--- src/rtl/vend_change_payout.sv ---
// rtl/vend_change_payout.sv - change payout controller for a two-tube (5/10 rupee) coin hopper
//
// Pays a change-due request (units of 5 rupees) one coin at a time, largest coin first,
// using an eject pulse / coin sense handshake, and keeps a saturating inventory per tube.
// Whatever cannot be paid from the tubes is reported as shortfall.
//
// Ports
//   clk            clock, rising edge
//   rst            asynchronous active-high reset
//   req_valid_i    change request valid
//   req_amount_i   change due, units of 5 rupees
//   req_ready_o    high only while idle; request taken on req_valid_i & req_ready_o
//   load_five_i    add load_qty_i coins to the 5-rupee tube (idle only)
//   load_ten_i     add load_qty_i coins to the 10-rupee tube (idle only)
//   load_qty_i     refill quantity
//   eject_five_o   eject pulse for one 5-rupee coin
//   eject_ten_o    eject pulse for one 10-rupee coin
//   coin_sense_i   one-cycle pulse: a coin has left the active tube
//   clear_fault_i  leave the fault state
//   busy_o         high whenever not idle
//   done_o         one-cycle pulse when a request completes (fully paid or short)
//   shortfall_o    unpaid remainder of the last request
//   fault_o        high while in the fault state
//   five_count_o   coins in the 5-rupee tube
//   ten_count_o    coins in the 10-rupee tube

module vend_change_payout #(
   parameter int AMT_W       = 6,
   parameter int CNT_W       = 8,
   parameter int PULSE_CYC   = 4,
   parameter int TIMEOUT_CYC = 64
) (
   input  logic             clk,
   input  logic             rst,
   input  logic             req_valid_i,
   input  logic [AMT_W-1:0] req_amount_i,
   output logic             req_ready_o,
   input  logic             load_five_i,
   input  logic             load_ten_i,
   input  logic [CNT_W-1:0] load_qty_i,
   output logic             eject_five_o,
   output logic             eject_ten_o,
   input  logic             coin_sense_i,
   input  logic             clear_fault_i,
   output logic             busy_o,
   output logic             done_o,
   output logic [AMT_W-1:0] shortfall_o,
   output logic             fault_o,
   output logic [CNT_W-1:0] five_count_o,
   output logic [CNT_W-1:0] ten_count_o
);

   typedef enum logic [2:0] {
      S_IDLE       = 3'd0,
      S_SELECT     = 3'd1,
      S_EJECT      = 3'd2,
      S_WAIT_SENSE = 3'd3,
      S_FINISH     = 3'd4,
      S_FAULT      = 3'd5
   } state_t;

   localparam int PW = (PULSE_CYC > 1) ? $clog2(PULSE_CYC) : 1;
   localparam int TW = (TIMEOUT_CYC > 1) ? $clog2(TIMEOUT_CYC) : 1;
   localparam logic [PW-1:0] PULSE_LAST   = PW'(PULSE_CYC - 1);
   localparam logic [TW-1:0] TIMEOUT_LAST = TW'(TIMEOUT_CYC - 1);
   localparam logic [AMT_W-1:0] AMT_ONE   = AMT_W'(1);
   localparam logic [AMT_W-1:0] AMT_TWO   = AMT_W'(2);

   state_t           state_q, state_d;
   logic [AMT_W-1:0] rem_q, rem_d;
   logic             coin_ten_q, coin_ten_d;
   logic [PW-1:0]    pcnt_q, pcnt_d;
   logic [TW-1:0]    tcnt_q, tcnt_d;
   logic [CNT_W-1:0] five_q, five_d;
   logic [CNT_W-1:0] ten_q, ten_d;
   logic             eject_five_q, eject_five_d;
   logic             eject_ten_q, eject_ten_d;
   logic             busy_q, busy_d;
   logic             ready_q, ready_d;
   logic             done_q, done_d;
   logic             fault_q, fault_d;
   logic [AMT_W-1:0] short_q, short_d;

   // Refill add that sticks at the all-ones count instead of wrapping.
   function automatic logic [CNT_W-1:0] sat_add(input logic [CNT_W-1:0] a,
                                                 input logic [CNT_W-1:0] b);
      logic [CNT_W:0] sum;
      sum = {1'b0, a} + {1'b0, b};
      return sum[CNT_W] ? {CNT_W{1'b1}} : sum[CNT_W-1:0];
   endfunction

   always_ff @(posedge clk or posedge rst) begin
      if (rst) begin
         state_q      <= S_IDLE;
         rem_q        <= '0;
         coin_ten_q   <= 1'b0;
         pcnt_q       <= '0;
         tcnt_q       <= '0;
         five_q       <= '0;
         ten_q        <= '0;
         eject_five_q <= 1'b0;
         eject_ten_q  <= 1'b0;
         busy_q       <= 1'b0;
         ready_q      <= 1'b1;
         done_q       <= 1'b0;
         fault_q      <= 1'b0;
         short_q      <= '0;
      end else begin
         state_q      <= state_d;
         rem_q        <= rem_d;
         coin_ten_q   <= coin_ten_d;
         pcnt_q       <= pcnt_d;
         tcnt_q       <= tcnt_d;
         five_q       <= five_d;
         ten_q        <= ten_d;
         eject_five_q <= eject_five_d;
         eject_ten_q  <= eject_ten_d;
         busy_q       <= busy_d;
         ready_q      <= ready_d;
         done_q       <= done_d;
         fault_q      <= fault_d;
         short_q      <= short_d;
      end
   end

   always_comb begin
      state_d    = state_q;
      rem_d      = rem_q;
      coin_ten_d = coin_ten_q;
      pcnt_d     = pcnt_q;
      tcnt_d     = tcnt_q;
      five_d     = five_q;
      ten_d      = ten_q;
      short_d    = short_q;
      done_d     = 1'b0;

      case (state_q)
         S_IDLE: begin
            // Refills land on the same edge as an accept, so SELECT sees the new counts.
            if (load_five_i) begin
               five_d = sat_add(five_q, load_qty_i);
            end
            if (load_ten_i) begin
               ten_d = sat_add(ten_q, load_qty_i);
            end
            if (req_valid_i && ready_q) begin
               rem_d   = req_amount_i;
               short_d = '0;
               state_d = S_SELECT;
            end
         end

         S_SELECT: begin
            // Greedy: a ten only when at least two units remain, so rem never underflows.
            if ((rem_q >= AMT_TWO) && (ten_q != '0)) begin
               coin_ten_d = 1'b1;
               pcnt_d     = '0;
               state_d    = S_EJECT;
            end else if ((rem_q >= AMT_ONE) && (five_q != '0)) begin
               coin_ten_d = 1'b0;
               pcnt_d     = '0;
               state_d    = S_EJECT;
            end else begin
               state_d = S_FINISH;
            end
         end

         S_EJECT: begin
            if (pcnt_q == PULSE_LAST) begin
               tcnt_d  = '0;
               state_d = S_WAIT_SENSE;
            end else begin
               pcnt_d = pcnt_q + PW'(1);
            end
         end

         S_WAIT_SENSE: begin
            // A sense on the final allowed cycle still wins over the timeout.
            if (coin_sense_i) begin
               if (coin_ten_q) begin
                  rem_d = rem_q - AMT_TWO;
                  ten_d = ten_q - CNT_W'(1);
               end else begin
                  rem_d  = rem_q - AMT_ONE;
                  five_d = five_q - CNT_W'(1);
               end
               state_d = S_SELECT;
            end else if (tcnt_q == TIMEOUT_LAST) begin
               short_d = rem_q;
               state_d = S_FAULT;
            end else begin
               tcnt_d = tcnt_q + TW'(1);
            end
         end

         S_FINISH: begin
            short_d = rem_q;
            done_d  = 1'b1;
            state_d = S_IDLE;
         end

         S_FAULT: begin
            if (clear_fault_i) begin
               state_d = S_IDLE;
            end
         end

         default: begin
            state_d = S_IDLE;
         end
      endcase

      // Status outputs are registered copies of the upcoming state.
      eject_five_d = (state_d == S_EJECT) && !coin_ten_d;
      eject_ten_d  = (state_d == S_EJECT) && coin_ten_d;
      busy_d       = (state_d != S_IDLE);
      ready_d      = (state_d == S_IDLE);
      fault_d      = (state_d == S_FAULT);
   end

   assign req_ready_o  = ready_q;
   assign eject_five_o = eject_five_q;
   assign eject_ten_o  = eject_ten_q;
   assign busy_o       = busy_q;
   assign done_o       = done_q;
   assign shortfall_o  = short_q;
   assign fault_o      = fault_q;
   assign five_count_o = five_q;
   assign ten_count_o  = ten_q;

endmodule
--- config.mk ---
export PLATFORM = sky130hd
export DESIGN_NAME = vend_change_payout
export DESIGN_NICKNAME = d
export VERILOG_FILES = /design/src/rtl/vend_change_payout.sv
export SDC_FILE = /design/constraint.sdc
export NUM_CORES = 1
export LEC_CHECK = 0
export CORE_MARGIN = 2
export CORE_UTILIZATION = 50
export CTS_BUF_LIST = sky130_fd_sc_hd__clkbuf_4 sky130_fd_sc_hd__clkbuf_8 sky130_fd_sc_hd__clkbuf_16
export DETAILED_ROUTE_END_ITERATION = 8
export PLACE_DENSITY = 0.72
export SETUP_SLACK_MARGIN = 0.02
export SYNTH_ARGS = -nofsm -noshare
export SYNTH_HDL_FRONTEND = slang
export SYNTH_SLANG_ARGS = --single-unit
--- constraint.sdc ---
create_clock -name clk -period 3.8 [get_ports clk]
set_input_delay 0.76 -clock clk [delete_from_list [all_inputs] [get_ports clk]]
set_output_delay 0.76 -clock clk [all_outputs]
set_load 0.005 [all_outputs]
==> impl_metrics.yaml <==
routing:
  dr.pass1.iters: 4
  wl_um: 8420
  viasPerCell: 6.12
  drc: 0
  routedWlPerCell_um: 16.4
  num_vias: 3154
  drtIter0Drc: 167
  antenna_left: 0
pwr:
  clockPowerShare_pct: 10.9
  power.total_mw: 2.91
  internal-power_mw: 1.61
  p_leak_nw: 1.61
  switching_share_pct: 44.9
  powerDensity_nw_per_um2: 734
  power_frac_seq_pct: 33.3
  ir_worst_vdd_v: 0.000389
  p_comb_share_pct: 55.8
  power_switching_mw: 1.31
setup_path:
  path_max_fanout: 6
  end_kind: "flip-flop"
  start_kind: "primary input"
  reg2reg_from: "state_q[2]"
  critical_path.endpoint: "ten_count_o[7]"
  cp_cell_sequence: "clkdlybuf4s50_1, ha_1, inv_1, fa_1, nor2b_1, o31a_1, o311a_1, nor4_1, a311oi_1"
  path_buf_inv: 2
  r2r_end: "ten_count_o[7]"
  critPathKind: "primary input to flip-flop"
  cp_num_cells: 9
  slowest_stage: "clkdlybuf4s50_1"
  r2r_setup_slack_ns: 1.38
  critPathRequiredTime_ns: 3.94
  worstRegToRegCells: 5
  cp_data_arrival_time_ns: 2.95
  path_delay_family: "compound AO/OA/AOI/OAI gates"
  slowest_delay_ns: 0.48
  startpoint: "load_qty_i[0]"
clock_network:
  clkLatencyLatePin_ns: 0.31
  clockBufferDepth: 2
  cts_sinks: 46
  numCtsBuffers: 5
  h-tree-depth: 2
  cts_root_buffer: "clkbuf_8"
  holdBufCountCts: 0
  cts_resized: 0
  clk_pin_slew_worst_paths_ns: 0.09
  cts_tree: "yes"
  post_cts_buffers: 0
synth:
  synth-simple-area-share_pct: 20.9
  synthDistinctLibCells: 66
  synthArstFlopShare_pct: 100
  synth.net_count: 443
  ys_seq_area_share_pct: 34.2
  postSynthCellCount: 395
  synthFlopType: "dfrtp_1"
  synth_fa_ha_area_share_pct: 10.5
  synth.cell_area_sq_um: 3370
  syn_area_per_cell_sq_um: 8.52
  synth-seq-cells: 46
  synth_top_family_by_area: "compound AO/OA/AOI/OAI gates"
  synth_mux_area_share_pct: 0
  synth-compound-area-share_pct: 27.0
  synth_edf_count: 0
  synthXorXnorAreaFrac_pct: 2.08
  yosys_warnings: 0
final_layout:
  n_antenna_cell: 0
  layout-drive-gt1-share_pct: 5.25
  area_growth_pct: 18.0
  fin_area_sq_um: 3970
  nets: 485
global_route:
  grt-ovfl-total: 0
  antenna_found_initial: 0
  track_usage_pct: 24.4
  grt_pass1_wl_um: 14400
  grt_max_degree: 47
  grt_pass1_vias: 3040
floorplanning:
  core_area_sq_um: 6420
  start_util_pct: 52.4
  boundaryPins: 49
  rows: 29
  fp.dieW_um: 86.0
  die_h_um: 86.0
  fp.dieArea_sq_um: 7400
placement:
  dp_hpwl_um: 6300
  post_dp_cell_area_sq_um: 3880
  io_buffer_count: 48
  globalplace.congestion: 0.914
timing:
  fin_tns_setup_ns: 0
  drv_slew: 0
  min_period_ns: 2.81
  finClkSkew_ns: 0.00705
  finalSetupViolCount: 0
  rsz0062_at_grt: "false"
  slew_headroom_pct: 25.8
  finalCritPeriodShare_pct: 73.9
  max_freq_mhz: 356
  worst_slew_pin_slew_ns: 1.11
  hold_violations: 0
run_status:
  status: "finished clean"
hold_path:
  min_from: "pcnt_q[1]"
  min_path_type: "flip-flop to flip-flop"
  min_path_cells: 2
flow_run:
  drv_cap: 0
[placed cells by master, fill, tap and decap left out, types with 3 or more instances in the layout]
cell             count
clkdlybuf4s50_1     48
dfrtp_1             45
o21ai_0             43
nand2_1             32
a21oi_1             26
nor2_1              25
ha_1                25
inv_1               24
nand3_1             19
nor3_1              13
or3_1                8
o21a_1               7
a211oi_1             7
o31ai_1              7
o22ai_1              6
a21o_1               5
nor4_1               5
clkbuf_8             5
nor2b_1              4
o31a_1               4
xor2_1               4
o211ai_1             4
nor3b_1              4
xnor2_1              4
a211o_1              3
and3_1               3
a22oi_1              3
[power by group through the flow]
stage	Sequential [mW]	Clock (mW)	Combinational, mW
floorplan	0.879	0	1.15
global placement	0.969	0	1.59
detailed placement	0.977	0	1.62
CTS	0.967	0.330	1.63
global route	1.01	0.350	1.84
finish	0.969	0.318	1.63
[kinds of logic after synthesis]
kind of cell | count (synthesis)
buffers and inverters | 41
and+or+nand+nor | 134
DFF | 46
adders and majority gates | 27
xor gates and xnor gates | 8
AOI/OAI and AO/OA | 139
[state kept, by name, summed over array words and instances, names as in the netlist, 2 cells and up]
signal / flops
five_count_o: 8
tcnt_q: 6
shortfall_o: 6
state_q: 3
rem_q: 6
ten_count_o: 8
pcnt_q: 2
[per-stage QoR]
step	setup WS [ns]	cells	utilization, %	hold WS [ns]
floorplan	1.43	395	-	0.476
global placement	0.789	507	60.4	0.495
detailed placement	0.683	507	60.4	0.525
CTS	1.03	515	61.8	0.538
global route	0.860	515	61.8	0.567
finish	0.993	515	61.8	0.536
[area by class of cell]
cell class	instances	area, sq um
Tap cell	77	96.3
Timing Repair Buffer	50	495
Sequential cell	46	1150
Clock inverter	3	25.0
Fill cell	577	2450
Multi-Input combinational cell	308	2040
Inverter	26	97.6
Clock buffer	5	68.8
[worst min-delay path, cell delays in order (launching register included)]
cell	delay, ns
dfrtp_1	0.39
nand2_1	0.06
o22ai_1	0.05
[routing by layer]
layer | share of wire (%) | global-route usage (%)
met1 | 47 | 33.3
met5 | 0 | 0
met2 | 48 | 38.4
met3 | 3.4 | 4.43
met4 | 1.7 | 9.38
[how the worst min path moves through the flow]
stage,to
4_1_cts,pcnt_q[1]
5_1_grt,shortfall_o[1]
2_1_floorplan,tcnt_q[1]
3_3_place_gp,tcnt_q[1]
6_report,pcnt_q[1]
3_5_place_dp,tcnt_q[1]
[synth_stat cells, types with 3 or more instances]
master,n,share of area [%]
a21oi_1,26,3.9
nor2b_1,4,0.74
nor2_1,25,2.8
o31a_1,4,1.0
nor4_1,5,0.93
o22ai_1,6,1.1
buf_2,7,1.0
dfrtp_1,45,33
and3_1,3,0.56
nand2_1,32,3.6
a211oi_1,7,1.6
nor3b_1,4,0.89
ha_1,25,9.3
o21ai_0,43,6.4
o211ai_1,4,0.89
xnor2_1,4,1.0
o31ai_1,7,1.6
clkbuf_1,5,0.56
a211o_1,3,0.78
o21a_1,7,1.6
inv_1,25,2.8
nand3_1,19,2.8
nor3_1,13,1.9
or3_1,8,1.5
a21o_1,5,1.1
a22oi_1,3,0.67
xor2_1,4,1.0
No activity file was read; power rests on OpenSTA's default activity.
